===== src/rtl/soc_uart_rx_if.sv =====
// Data-side device bus (port B) as seen by soc_uart_rx.
// The CPU/bus fabric is the master; the UART receiver is the slave.
interface soc_uart_rx_if;
    logic [31:0] addr_b;
    logic [31:0] data_b_in;
    logic        data_b_we;
    logic [31:0] data_b;
    logic        strobe_b;

    modport master (
        output addr_b,
        output data_b_in,
        output data_b_we,
        input  data_b,
        input  strobe_b
    );

    modport slave (
        input  addr_b,
        input  data_b_in,
        input  data_b_we,
        output data_b,
        output strobe_b
    );
endinterface


===== src/rtl/soc_uart_rx.sv =====
// Memory-mapped UART receiver: 8N1 deserialiser feeding a byte FIFO on bus port B.
// Define SOC_UART_RX_PARITY_EN for 8E1 frames with a sticky parity-error flag.
module soc_uart_rx #(
    parameter int unsigned CLKS_PER_BIT = 868,
    parameter int unsigned FIFO_AW      = 4,
    parameter logic [31:0] ADDR_STATUS  = 32'd65537,
    parameter logic [31:0] ADDR_DATA    = 32'd65539
) (
    input  logic         clk,
    input  logic         rst,
    input  logic         rx,
    soc_uart_rx_if.slave bus,
    output logic         irq_rx
);
    localparam int unsigned DEPTH = 1 << FIFO_AW;
    localparam int unsigned CW    = $clog2(CLKS_PER_BIT);
    localparam logic [CW-1:0] HALF_M1 = CW'(CLKS_PER_BIT / 2 - 1);
    localparam logic [CW-1:0] FULL_M1 = CW'(CLKS_PER_BIT - 1);
    localparam logic [FIFO_AW:0] CNT_FULL = (FIFO_AW + 1)'(DEPTH);

    typedef enum logic [2:0] {
        S_IDLE,
        S_START,
        S_DATA,
`ifdef SOC_UART_RX_PARITY_EN
        S_PARITY,
`endif
        S_STOP,
        S_BREAK
    } state_e;

    logic         rx_meta_q;
    logic         rx_s_q;
    state_e       state_q, state_d;
    logic [CW-1:0] cnt_q, cnt_d;
    logic [2:0]   idx_q, idx_d;
    logic [7:0]   shift_q, shift_d;
    logic         expire;
    logic         push_req;
    logic         set_frame;
    logic         set_par;

    logic [7:0]         fifo_q [DEPTH];
    logic [FIFO_AW-1:0] wr_ptr_q;
    logic [FIFO_AW-1:0] rd_ptr_q;
    logic [FIFO_AW:0]   count_q;
    logic               empty;
    logic               full;
    logic               push_ok;
    logic               pop;
    logic               hit_status;
    logic               hit_data;
    logic               rd_match;
    logic               prev_match_q;
    logic               clr_wr;

    logic ovf_q, ovf_d;
    logic frame_q, frame_d;
    logic par_err;
    logic [31:0] status_w;
    logic unused_bits;

    // Two-flop synchroniser; rx is asynchronous to clk.
    always_ff @(posedge clk or negedge rst) begin
        if (!rst) begin
            rx_meta_q <= 1'b1;
            rx_s_q    <= 1'b1;
        end else begin
            rx_meta_q <= rx;
            rx_s_q    <= rx_meta_q;
        end
    end

`ifdef SOC_UART_RX_PARITY_EN
    logic par_bad_q, par_bad_d;
    logic par_q, par_d;
`endif

    always_ff @(posedge clk or negedge rst) begin
        if (!rst) begin
            state_q <= S_IDLE;
            cnt_q   <= '0;
            idx_q   <= '0;
            shift_q <= '0;
`ifdef SOC_UART_RX_PARITY_EN
            par_bad_q <= 1'b0;
`endif
        end else begin
            state_q <= state_d;
            cnt_q   <= cnt_d;
            idx_q   <= idx_d;
            shift_q <= shift_d;
`ifdef SOC_UART_RX_PARITY_EN
            par_bad_q <= par_bad_d;
`endif
        end
    end

    assign expire = (cnt_q == '0);

    always_comb begin
        state_d   = state_q;
        cnt_d     = cnt_q;
        idx_d     = idx_q;
        shift_d   = shift_q;
        push_req  = 1'b0;
        set_frame = 1'b0;
        set_par   = 1'b0;
`ifdef SOC_UART_RX_PARITY_EN
        par_bad_d = par_bad_q;
`endif
        if (state_q != S_IDLE && state_q != S_BREAK && !expire) begin
            cnt_d = cnt_q - 1'b1;
        end
        unique case (state_q)
            S_IDLE: begin
                if (!rx_s_q) begin
                    state_d = S_START;
                    cnt_d   = HALF_M1;
`ifdef SOC_UART_RX_PARITY_EN
                    par_bad_d = 1'b0;
`endif
                end
            end
            S_START: begin
                if (expire) begin
                    if (!rx_s_q) begin
                        state_d = S_DATA;
                        idx_d   = 3'd0;
                        cnt_d   = FULL_M1;
                    end else begin
                        state_d = S_IDLE;
                    end
                end
            end
            S_DATA: begin
                if (expire) begin
                    shift_d[idx_q] = rx_s_q;
                    idx_d          = idx_q + 3'd1;
                    cnt_d          = FULL_M1;
                    if (idx_q == 3'd7) begin
`ifdef SOC_UART_RX_PARITY_EN
                        state_d = S_PARITY;
`else
                        state_d = S_STOP;
`endif
                    end
                end
            end
`ifdef SOC_UART_RX_PARITY_EN
            S_PARITY: begin
                if (expire) begin
                    state_d = S_STOP;
                    cnt_d   = FULL_M1;
                    if (^{shift_q, rx_s_q}) begin
                        par_bad_d = 1'b1;
                        set_par   = 1'b1;
                    end
                end
            end
`endif
            S_STOP: begin
                if (expire) begin
                    if (rx_s_q) begin
`ifdef SOC_UART_RX_PARITY_EN
                        push_req = !par_bad_q;
`else
                        push_req = 1'b1;
`endif
                        state_d = S_IDLE;
                    end else begin
                        set_frame = 1'b1;
                        state_d   = S_BREAK;
                    end
                end
            end
            S_BREAK: begin
                if (rx_s_q) begin
                    state_d = S_IDLE;
                end
            end
            default: state_d = S_IDLE;
        endcase
    end

    assign hit_status = (bus.addr_b == ADDR_STATUS);
    assign hit_data   = (bus.addr_b == ADDR_DATA);
    assign rd_match   = hit_data && !bus.data_b_we;
    assign clr_wr     = hit_status && bus.data_b_we;

    assign empty   = (count_q == '0);
    assign full    = (count_q == CNT_FULL);
    // A held address pops only on the first cycle of the access.
    assign pop     = rd_match && !prev_match_q && !empty;
    assign push_ok = push_req && (!full || pop);

    always_ff @(posedge clk) begin
        if (push_ok) begin
            fifo_q[wr_ptr_q] <= shift_q;
        end
    end

    always_ff @(posedge clk or negedge rst) begin
        if (!rst) begin
            wr_ptr_q     <= '0;
            rd_ptr_q     <= '0;
            count_q      <= '0;
            prev_match_q <= 1'b0;
        end else begin
            prev_match_q <= rd_match;
            if (push_ok) begin
                wr_ptr_q <= wr_ptr_q + 1'b1;
            end
            if (pop) begin
                rd_ptr_q <= rd_ptr_q + 1'b1;
            end
            if (push_ok && !pop) begin
                count_q <= count_q + 1'b1;
            end else if (pop && !push_ok) begin
                count_q <= count_q - 1'b1;
            end
        end
    end

    // Sticky flags: write-1-to-clear, a same-cycle set takes priority.
    assign ovf_d   = (push_req && full && !pop)
                   || (ovf_q && !(clr_wr && bus.data_b_in[1]));
    assign frame_d = set_frame
                   || (frame_q && !(clr_wr && bus.data_b_in[2]));

`ifdef SOC_UART_RX_PARITY_EN
    assign par_d   = set_par
                   || (par_q && !(clr_wr && bus.data_b_in[3]));
    assign par_err = par_q;
    assign unused_bits = ^{bus.data_b_in[31:4], bus.data_b_in[0]};
`else
    assign par_err = 1'b0;
    assign unused_bits = ^{bus.data_b_in[31:3], bus.data_b_in[0], set_par};
`endif

    always_ff @(posedge clk or negedge rst) begin
        if (!rst) begin
            ovf_q   <= 1'b0;
            frame_q <= 1'b0;
`ifdef SOC_UART_RX_PARITY_EN
            par_q   <= 1'b0;
`endif
        end else begin
            ovf_q   <= ovf_d;
            frame_q <= frame_d;
`ifdef SOC_UART_RX_PARITY_EN
            par_q   <= par_d;
`endif
        end
    end

    assign status_w = {16'b0, 8'(count_q), 4'b0,
                       par_err, frame_q, ovf_q, !empty};

    always_comb begin
        bus.data_b = 32'h0;
        if (rst) begin
            if (hit_status) begin
                bus.data_b = status_w;
            end else if (hit_data && !empty) begin
                bus.data_b = {24'b0, fifo_q[rd_ptr_q]};
            end
        end
    end

    assign bus.strobe_b = rst && (hit_status || hit_data);
    assign irq_rx       = rst && !empty;
endmodule


===== src/flat_wrapper.sv =====
// flat-port wrapper written by rule: the top's interface ports become plain ports
module soc_uart_rx_flat 
#(
    parameter int unsigned CLKS_PER_BIT = 868,
    parameter int unsigned FIFO_AW      = 4,
    parameter logic [31:0] ADDR_STATUS  = 32'd65537,
    parameter logic [31:0] ADDR_DATA    = 32'd65539
)
  (clk, rst, rx, irq_rx, bus_addr_b, bus_data_b_in, bus_data_b_we, bus_data_b, bus_strobe_b);
  soc_uart_rx_if bus_i ();
  input  logic clk;
  input  logic rst;
  input  logic rx;
  output logic irq_rx;
  input wire logic [$bits(bus_i.addr_b)-1:0] bus_addr_b;
  input wire logic [$bits(bus_i.data_b_in)-1:0] bus_data_b_in;
  input wire logic [$bits(bus_i.data_b_we)-1:0] bus_data_b_we;
  output wire logic [$bits(bus_i.data_b)-1:0] bus_data_b;
  output wire logic [$bits(bus_i.strobe_b)-1:0] bus_strobe_b;
  assign bus_i.addr_b = bus_addr_b;
  assign bus_i.data_b_in = bus_data_b_in;
  assign bus_i.data_b_we = bus_data_b_we;
  assign bus_data_b = bus_i.data_b;
  assign bus_strobe_b = bus_i.strobe_b;
  soc_uart_rx #(.CLKS_PER_BIT(CLKS_PER_BIT), .FIFO_AW(FIFO_AW), .ADDR_STATUS(ADDR_STATUS), .ADDR_DATA(ADDR_DATA)) u_core (.clk(clk), .rst(rst), .rx(rx), .bus(bus_i), .irq_rx(irq_rx));
endmodule

===== config.mk =====
export PLATFORM = sky130hd
export DESIGN_NAME = soc_uart_rx_flat
export DESIGN_NICKNAME = d
export VERILOG_FILES = /design/src/rtl/soc_uart_rx_if.sv /design/src/rtl/soc_uart_rx.sv /design/src/flat_wrapper.sv
export SDC_FILE = /design/constraint.sdc
export NUM_CORES = 1
export LEC_CHECK = 0
export CAP_MARGIN = 20
export CORE_MARGIN = 2
export CORE_UTILIZATION = 59
export DETAILED_ROUTE_END_ITERATION = 6
export HOLD_SLACK_MARGIN = 0.06
export PLACE_DENSITY = 0.9
export SYNTH_ARGS = -nofsm -noshare
export SYNTH_HDL_FRONTEND = slang
export SYNTH_SLANG_ARGS = --single-unit

===== constraint.sdc =====
create_clock -name clk -period 7.4 [get_ports clk]
set_clock_uncertainty 0.05 [all_clocks]
set_input_delay 1.11 -clock clk [delete_from_list [all_inputs] [get_ports clk]]
set_output_delay 1.11 -clock clk [all_outputs]
set_load 0.02 [all_outputs]

-- After elaboration in Yosys (flattened, before gate mapping)
Memories as Yosys holds them, arrays and structs flattened.
Index checks and enable logic that the tools add are counted.
- $add $sub $neg: 6
- magnitude comparators: 2
- eq/ne operators: 16
- muxes and demuxes: 35
- reduce and logical (&&, ||, !) cells: 41
- operators by type and width (kind ; number):
    $eq A32 B17 Y1 const B ; 2
    $mux W32 ; 2
    $mux W10 ; 5
    $mux W3 ; 10
    $pmux W10 S3 ; 1
    $logic_and A1 B1 Y1 ; 19
    $pmux W3 S5 ; 1
    $logic_not A10 Y1 ; 1
    $mux W5 ; 2
    $ne A2 B1 Y1 const B ; 5
    $sub A10 B1 Y10 const B ; 1
    $logic_not A1 Y1 ; 9
    $mux W1 ; 9
    $add A4 B1 Y4 const B ; 2
    $bwmux W8 ; 1
    $mux W8 ; 1
    $eq A3 B2 Y1 const B ; 2
    $eq A3 B3 Y1 const B ; 2
    $pmux W3 S2 ; 1
    $reduce_and A6 Y1 ; 1
    $add A5 B1 Y5 const B ; 1
    $eq A5 B5 Y1 const B ; 1
    $logic_not A5 Y1 ; 1
    $sub A5 B1 Y5 const B ; 1
    other kinds (14) ; 19
- register bits after elaboration: 42
- RAM bits: 128
- bits of input ports: 68
- output and inout port bits: 34
- logic and storage cells: 113
- memories kept: 1
- memories (memory ; depth ; bits a word ; rd ports ; clocked after Yosys merged registers in ; write ports ; line ; source):
    u_core.fifo_q ; 16 ; 8 ; 1 ; 0 ; 1 ; soc_uart_rx.sv:43 ; logic [7:0] fifo_q [DEPTH];

-- Depth between registers and ports, before layout
Gate-level depths: netlist of run 1.
- word-level depth: 10
- mapped depth: 17

-- Worst setup path after synthesis of run 1
No wires, ideal clock.
- path kind: input to register
- start point: input bus_addr_b[14]
- end point: register u_core.count_q[4]
- data arrival time: 3.787 ns
- setup slack: 3.438 ns
- stages: 14
- path buffers: 1
- cell sequence: nor4b_2 > nand4_1 > nor4b_4 > o21ai_4 > buf_6 > inv_1 > ha_1 > inv_1 > fa_1 > a21o_1 > a21oi_1 > xnor2_1 > nor2_1 > xor2_1
- word-level cells in the longest chain between the ends: 9
- ends and longest elaborated chain (what ; line ; source):
    from (decl) ; flat_wrapper.sv:15 ; input wire logic [$bits(bus_i.addr_b)-1:0] bus_addr_b;
    $eq A32 B17 Y1 (*) ; soc_uart_rx.sv:187 ; assign hit_data = (bus.addr_b == ADDR_DATA);
    $logic_and A1 B1 Y1 (*) ; soc_uart_rx.sv:188 ; assign rd_match = hit_data && !bus.data_b_we;
    $logic_and A1 B1 Y1 (*) (2 in series) ; soc_uart_rx.sv:194 ; assign pop = rd_match && !prev_match_q && !empty;
    $logic_or A1 B1 Y1 (*) ; soc_uart_rx.sv:195 ; assign push_ok = push_req && (!full || pop);
    $logic_and A1 B1 Y1 (*) ; soc_uart_rx.sv:195 ;
    named net u_core.push_ok ; soc_uart_rx.sv:49 ; logic push_ok;
    $logic_not A1 Y1 ; soc_uart_rx.sv:219 ; end else if (pop && !push_ok) begin
    $logic_and A1 B1 Y1 ; soc_uart_rx.sv:219 ;
    $reduce_bool A2 Y1 (no line) ; - ;
    to (signal assigned) ; soc_uart_rx.sv:218 ; count_q <= count_q + 1'b1;
    to (signal assigned) ; soc_uart_rx.sv:220 ; count_q <= count_q - 1'b1;
    to (decl) ; soc_uart_rx.sv:46 ; logic [FIFO_AW:0] count_q;
Mark *: on every way through the listed nets, which the timed path passes. The rest lies on a longest branch.
A chain may end at the register's enable or synchronous reset.

-- Final worst setup path of run 1
- start point: input bus_addr_b[13]
- end point: output bus_data_b[2]
- word-level cells in the longest chain between the ends: 5
- ends and longest elaborated chain (what ; line ; source):
    $eq A32 B17 Y1 ; soc_uart_rx.sv:187 ;
    $logic_and A1 B1 Y1 ; soc_uart_rx.sv:265 ; end else if (hit_data && !empty) begin
    $mux W8 ; soc_uart_rx.sv:265 ;
    $mux W32 (*) ; soc_uart_rx.sv:263 ; if (hit_status) begin
    $mux W32 (*) ; soc_uart_rx.sv:262 ; if (rst) begin
    to (decl) ; flat_wrapper.sv:18 ; output wire logic [$bits(bus_i.data_b)-1:0] bus_data_b;
Every way passes the cells marked *; elsewhere a longest branch is shown, timed or not.

==> impl_metrics.ini, run 1 <==
[status]
status = completed

[yosys]
synthAdderAreaFrac_pct = 2.44
ys.flop_type = edfxtp_1
yosysSeqAreaShare_pct = 65.4
synthCells = 462
post-synth-top-count-cell = edfxtp_1
synthSimpleGateAreaFrac_pct = 9.33
syn_area_per_cell_um2 = 16.2
async_reset_ff_share_pct = 24.7
synth_xor_area_share_pct = 2.11
synth_compound_area_share_pct = 3.16
synth_top_family_by_area = multiplexers
synth_area_mm2 = 0.00748
synth_edf_count = 128
synthMuxAreaShare_pct = 13.6
synth.area.top_cells = edfxtp_1 51%, dfrtp_1 13%, mux4_2 11%, ha_1 2.2%, buf_4 1.9%
synth_commonest_cells = 128 x edfxtp_1, 40 x dfrtp_1, 38 x mux4_2
netlist.area_leader.share_pct = 51.4
yosysWarnings = 0
synth-seq-cells = 170
synth_cell_types = 49
synth.largest_area_cell = edfxtp_1

[die]
row_count = 41
start_util_pct = 59.8
core_area_mm2 = 0.0125
die_y_um = 117
die_x_um = 117
pin_count = 102
dieArea_mm2 = 0.0136

[sta]
finalCriticalPeriod_ps = 5010
slew_violations = 0
rsz0062_at_grt = no
timing_worst_slew_pin_value_ps = 860
min_period_over_period_pct = 67.7
setup_violations = 0
fmax_mhz = 200
hold_viol_final = 0
layout_setup_ws_ps = 2390
holdWs_ps = 308
relSlewSlack_pct = 42.4
finalSetupTns_ps = 0

[layout]
final_cell_area_mm2 = 0.00872
layout-drive-gt1-share_pct = 20.2
nNetsFinal = 608
n_fill_cell = 754
multi_input_area_mm2 = 0.00237
seqCellArea_mm2 = 0.00490
fin_util_pct = 69.7
n_antenna_cell = 0
area_growth_pct = 16.5
final_cells = 711

[clocking]
postCtsHoldBufs = 0
clkLatencyLatePin_ps = 420
tritoncts = built
ctsResizeCount = 0
cts_num_sinks = 170
htreeDepth = 4
post-cts-setup-buffers = 0
clockRootBuffer = clkbuf_16
cts_buffers = 17
cts.path.max_buffers = 2
clk_pin_slew_ps = 60

[placed_design]
dp_slack_ps = 2470
placed_cell_area_mm2 = 0.00811
place_congestion = 0.801
hpwlAfterDp_um = 9970
io_buffer_count = 52
dp.cells = 673

[power_and_ir_drop]
pwr_density_cell_mw_per_mm2 = 219
finalPower_mw = 1.91
irDropWorstVdd_uv = 142
p_leak_nw = 3.46

[critical_path]
critPathKind = primary input to output pin
crit_path_max_fanout = 7
worst_setup_path_start_kind = primary input
worstSetupEndpointType = output pin
crit_arrival_ps = 3850
cp.required_ps = 6240

[run]
drv_cap = 0

[drt]
dr.pass1.iters = 5
detail_route.iter0.violations = 419
wl_um = 15400
remaining_drc_errors = 0
ant_nets = 0
avgViaCountPerCell = 5.97
via_count = 4247
avgRoutedWirePerCell_um = 21.6

[global_route]
grt_pass1_wl_um = 23700
antenna_found_initial = 0
grt_use_total_pct = 24.3
grt_overflow = 0
grt_max_degree = 46
grt_pass1_vias = 4393

[worst_hold_path]
hold_class = register to register
[layout by cell type, fill, tap and decap left out, drive strengths merged, types with 15 or more instances in the layout]
master / count
edfxtp: 128
clkdlybuf4s50: 51
dfrtp: 40
mux4: 38
clkbuf: 20
nand2: 19
conb: 19
nor2: 17
nor3: 15
[where the power goes]
group	internal, mW	total (mW)	switching (mW)
logic	0.0190	0.0382	0.0192
registers	1.02	1.02	0.00115
clock network	0.496	0.858	0.361
total	1.53	1.91	0.382
[worst max-delay path: stages]
cell and delay [ps]:
clkdlybuf4s50_1 420, nor4_2 290, nand4_1 210, or2_2 410
nor3_1 520, a22o_1 280, clkdlybuf4s50_1 610
[sequential cells by signal, summed over array words and instances (netlist names)]
name	cells
u_core.cnt_q	10
u_core.count_q	5
u_core.fifo_q	128
u_core.frame_q	1
u_core.idx_q	3
u_core.ovf_q	1
u_core.prev_match_q	1
u_core.rd_ptr_q	4
u_core.rx_meta_q	1
u_core.rx_s_q	1
u_core.shift_q	8
u_core.state_q	3
u_core.wr_ptr_q	4
[layout make-up]
class | instances | share of cell area (%)
Sequential cell | 170 | 56.2
Tap cell | 172 | 2.47
Inverter | 12 | 0.516
Multi-Input combinational cell | 257 | 27.1
Clock inverter | 15 | 1.74
Timing Repair Buffer | 68 | 7.12
Clock buffer | 17 | 4.88
[layer usage]
metal / GRT usage [%] / part of all wire [%] / up-vias
li1: - / - / 1861
met1: 29.8 / 38 / 2173
met2: 41.6 / 55 / 179
met3: 5.09 / 4.0 / 34
met4: 11.5 / 2.9 / 0
met5: 0 / 0 / -
[worst paths after layout]
kind                                  startpoint            endpoint  slack (ps)  cells past startpoint
min in group asynchronous                    rst     u_core.cnt_q[6]         700                      2
worst max register to register   u_core.cnt_q[5]   u_core.count_q[4]        3720                     13
worst min-delay path            u_core.rx_meta_q       u_core.rx_s_q         310                      0
worst max-delay path              bus_addr_b[13]       bus_data_b[2]        2390                      7
max in group asynchronous                    rst  u_core.rd_ptr_q[0]        6170                      2
worst min register to register  u_core.rx_meta_q       u_core.rx_s_q         310                      0
[cell families (layout without fill, tap and decap cells)]
kind of cell,count (synthesis),after routing
muxes,53,53
and+or+nand+nor,118,118
DFF,170,170
AOI/OAI and AO/OA,35,35
xor gates and xnor gates,18,18
other,1,19
adders and majority gates,14,14
buffers and inverters,53,112
Note: power is estimated with default switching activity, not from simulation.
==> run 2: changes to the inputs <==
--- a/config.mk
+++ b/config.mk
@@ -7,10 +7,10 @@
 export LEC_CHECK = 0
 export CAP_MARGIN = 20
 export CORE_MARGIN = 2
-export CORE_UTILIZATION = 59
+export CORE_UTILIZATION = 50
 export DETAILED_ROUTE_END_ITERATION = 6
 export HOLD_SLACK_MARGIN = 0.06
-export PLACE_DENSITY = 0.9
+export PLACE_DENSITY = 0.82
 export SYNTH_ARGS = -nofsm -noshare
 export SYNTH_HDL_FRONTEND = slang
 export SYNTH_SLANG_ARGS = --single-unit
==> constraint.sdc (replaced) <==
create_clock -name clk -period 4.5 [get_ports clk]
set_clock_uncertainty 0.05 [all_clocks]
set_input_delay 0.675 -clock clk [delete_from_list [all_inputs] [get_ports clk]]
set_output_delay 0.675 -clock clk [all_outputs]
set_load 0.02 [all_outputs]
==> run 2 against run 1 <==
  * Worst hold slack improved by 1.3 ps
  * Routed wire length decreased by 7.7%
  * Count of clock-buffer cells in the layout unchanged
  * Clock power increased by 82%
  * Sequential power increased by 64%
  * Critical endpoint unchanged
  * Largest power group unchanged
  * Global-route usage decreased by 5.4 points
  * Sequential cell count unchanged
  * Total power increased by 72%
  * First-iteration DRC count decreased by 37%
  * Via count decreased by 3.2%
  * Design area increased by 1.3%
  * Core utilization decreased by 9.1 points
==> impl_metrics.ini, run 2 (synthesis gave the netlist of run 1 again) <==
[drt]
avgViaCountPerCell = 5.67
avgRoutedWirePerCell_um = 19.6
wl_um = 14200
dr.pass1.iters = 5
remaining_drc_errors = 0
detail_route.iter0.violations = 262
via_count = 4110
ant_nets = 0

[critical_path]
worst_setup_path_start_kind = primary input
rr_startpoint = u_core.cnt_q[5]
crit_path_max_fanout = 7
cp_num_cells = 7
r2r_slack_ps = 1030
cp_slowest_cell = clkdlybuf4s50_1
path_cells = clkdlybuf4s50_1 > nor4_1 > nand4_1 > or2_2 > nor3_1 > a22o_1 > clkdlybuf4s50_1
critPathBufInv = 2
critPathKind = primary input to output pin
cp.required_ps = 3770
crit_arrival_ps = 3360
critPathTopFamily = simple AND/OR/NAND/NOR gates
max_stage_delay_ps = 610
reg2regPathDepth = 13
cp_common_cell = clkdlybuf4s50_1
worstSetupEndpointType = output pin
r2r_end = u_core.count_q[4]

[placed_design]
place_congestion = 0.779
placed_cell_area_mm2 = 0.00820
io_buffer_count = 52
dp_slack_ps = 418
hpwlAfterDp_um = 9720

[clocking]
cts.path.max_buffers = 2
clk_pin_slew_ps = 60
clockRootBuffer = clkbuf_16
ctsResizeCount = 0
post-cts-setup-buffers = 0
clkLatencyLatePin_ps = 420
tritoncts = built
cts_num_sinks = 170
htreeDepth = 4
cts_buffers = 17

[worst_hold_path]
holdPathEnd = u_core.rx_s_q
hold_class = register to register
hold_depth = 0
min_from = u_core.rx_meta_q

[global_route]
grt_max_degree = 42
grt_use_total_pct = 18.8
antenna_found_initial = 0
grt_pass1_vias = 4237
grt_overflow = 0
grt_pass1_wl_um = 22700

[sta]
rsz0062_at_grt = no
timing_worst_slew_pin_value_ps = 822
setup_violations = 0
fmax_mhz = 245
layout_setup_ws_ps = 415
min_period_over_period_pct = 90.8
relSlewSlack_pct = 44.9
finalSetupTns_ps = 0
slew_violations = 0
finalCriticalPeriod_ps = 4090
holdWs_ps = 309
hold_viol_final = 0

[layout]
n_antenna_cell = 0
final_cell_mix = 128 x edfxtp_1, 51 x clkdlybuf4s50_1, 39 x dfrtp_1
fin_util_pct = 60.6
final_cell_area_mm2 = 0.00884
layout-drive-gt1-share_pct = 20.5
largest_reg_flops = 128
nNetsFinal = 610
layout_commonest_cell = edfxtp_1
seqCellArea_mm2 = 0.00490
reg.largest.list = u_core.fifo_q: 128 flops, u_core.cnt_q: 10 flops, u_core.shift_q: 8 flops
area_growth_pct = 18.1
n_fill_cell = 1014
multi_input_area_mm2 = 0.00237
top_register = u_core.fifo_q

[die]
pin_count = 102
row_count = 44
core_area_mm2 = 0.0146
die_y_um = 126
die_x_um = 126
dieArea_mm2 = 0.0160
start_util_pct = 51.3

[power_and_ir_drop]
p_leak_nw = 3.50
power_frac_seq_pct = 50.8
power.switching_mw = 0.648
clock_power_share_pct = 47.3
p_comb_share_pct = 1.9
switching_share_pct = 19.7
pwr_density_cell_mw_per_mm2 = 372
internal-power_mw = 2.64
irDropWorstVdd_uv = 296

[status]
status = completed

[run]
drv_cap = 0
-- run 2: changes by cell type in the layout (fill, tap and decap cells not counted) --
cell,previous run,this run
buf_12,0,1
buf_2,7,1
buf_4,7,16
bufinv_16,2,4
clkbuf_4,3,0
clkinv_1,2,1
clkinv_2,3,1
clkinv_4,5,2
dlygate4sd3_1,0,1
inv_6,2,5
inv_8,0,1
-- run 2: worst max-delay path by stage --
stage	startpoint	end	slack [ps]
floorplan	bus_addr_b[14]	u_core.count_q[4]	970
global placement	bus_addr_b[31]	bus_data_b[2]	490
detailed placement	bus_addr_b[31]	bus_data_b[2]	420
CTS	bus_addr_b[31]	bus_data_b[2]	410
global route	bus_addr_b[2]	bus_data_b[2]	230
finish	bus_addr_b[26]	bus_data_b[2]	410
-- run 2: worst reg2reg max path: stages, from the launching register on --
cell and delay, ps:
dfrtp_1 400, nor4_1 440, and3_1 340, and4_1 370
o21ai_4 190, inv_1 90, ha_1 180, inv_1 110
fa_1 470, a21o_1 170, a21oi_1 180, xnor2_1 140
nor2_1 60, xor2_1 150
-- run 2: routing by layer --
metal,track usage (%),up-vias,wire length (µm),share of wire (%)
met3,4.34,20,622,4.4
li1,-,1865,-,-
met2,32.4,136,7670,54
met4,7.30,0,270,1.9
met5,0,-,0,0
met1,23.4,2089,5630,40
-- run 2: through the flow --
step | cells | power, mW
after floorplan | 480 | 1.74
after global placement | 692 | 1.77
after detailed placement | 692 | 1.77
after CTS | 725 | 3.31
after global routing | 725 | 3.38
final | 725 | 3.29
-- run 2: cell type report --
class                      count  share of cell area, %
tap                          184                   2.60
multi-input combinational    257                   26.8
sequential                   170                   55.4
inverter                      12                  0.510
timing repair buffer          70                   7.53
clock inverter                15                   2.36
clock buffer                  17                   4.81
-- run 2: timing repair --
action | CTS | global route
endpoints found under the hold margin | 1 | 0
endpoints found under the setup margin | 0 | 0
hold buffers | 1 | 0
-- run 2: power by group through the flow --
stage	sequential, mW	combinational [mW]	clock, mW
after floorplan	1.70	0.0323	0
after global placement	1.70	0.0615	0
after detailed placement	1.70	0.0625	0
after CTS	1.67	0.0635	1.58
after global routing	1.67	0.0679	1.65
final	1.67	0.0629	1.56
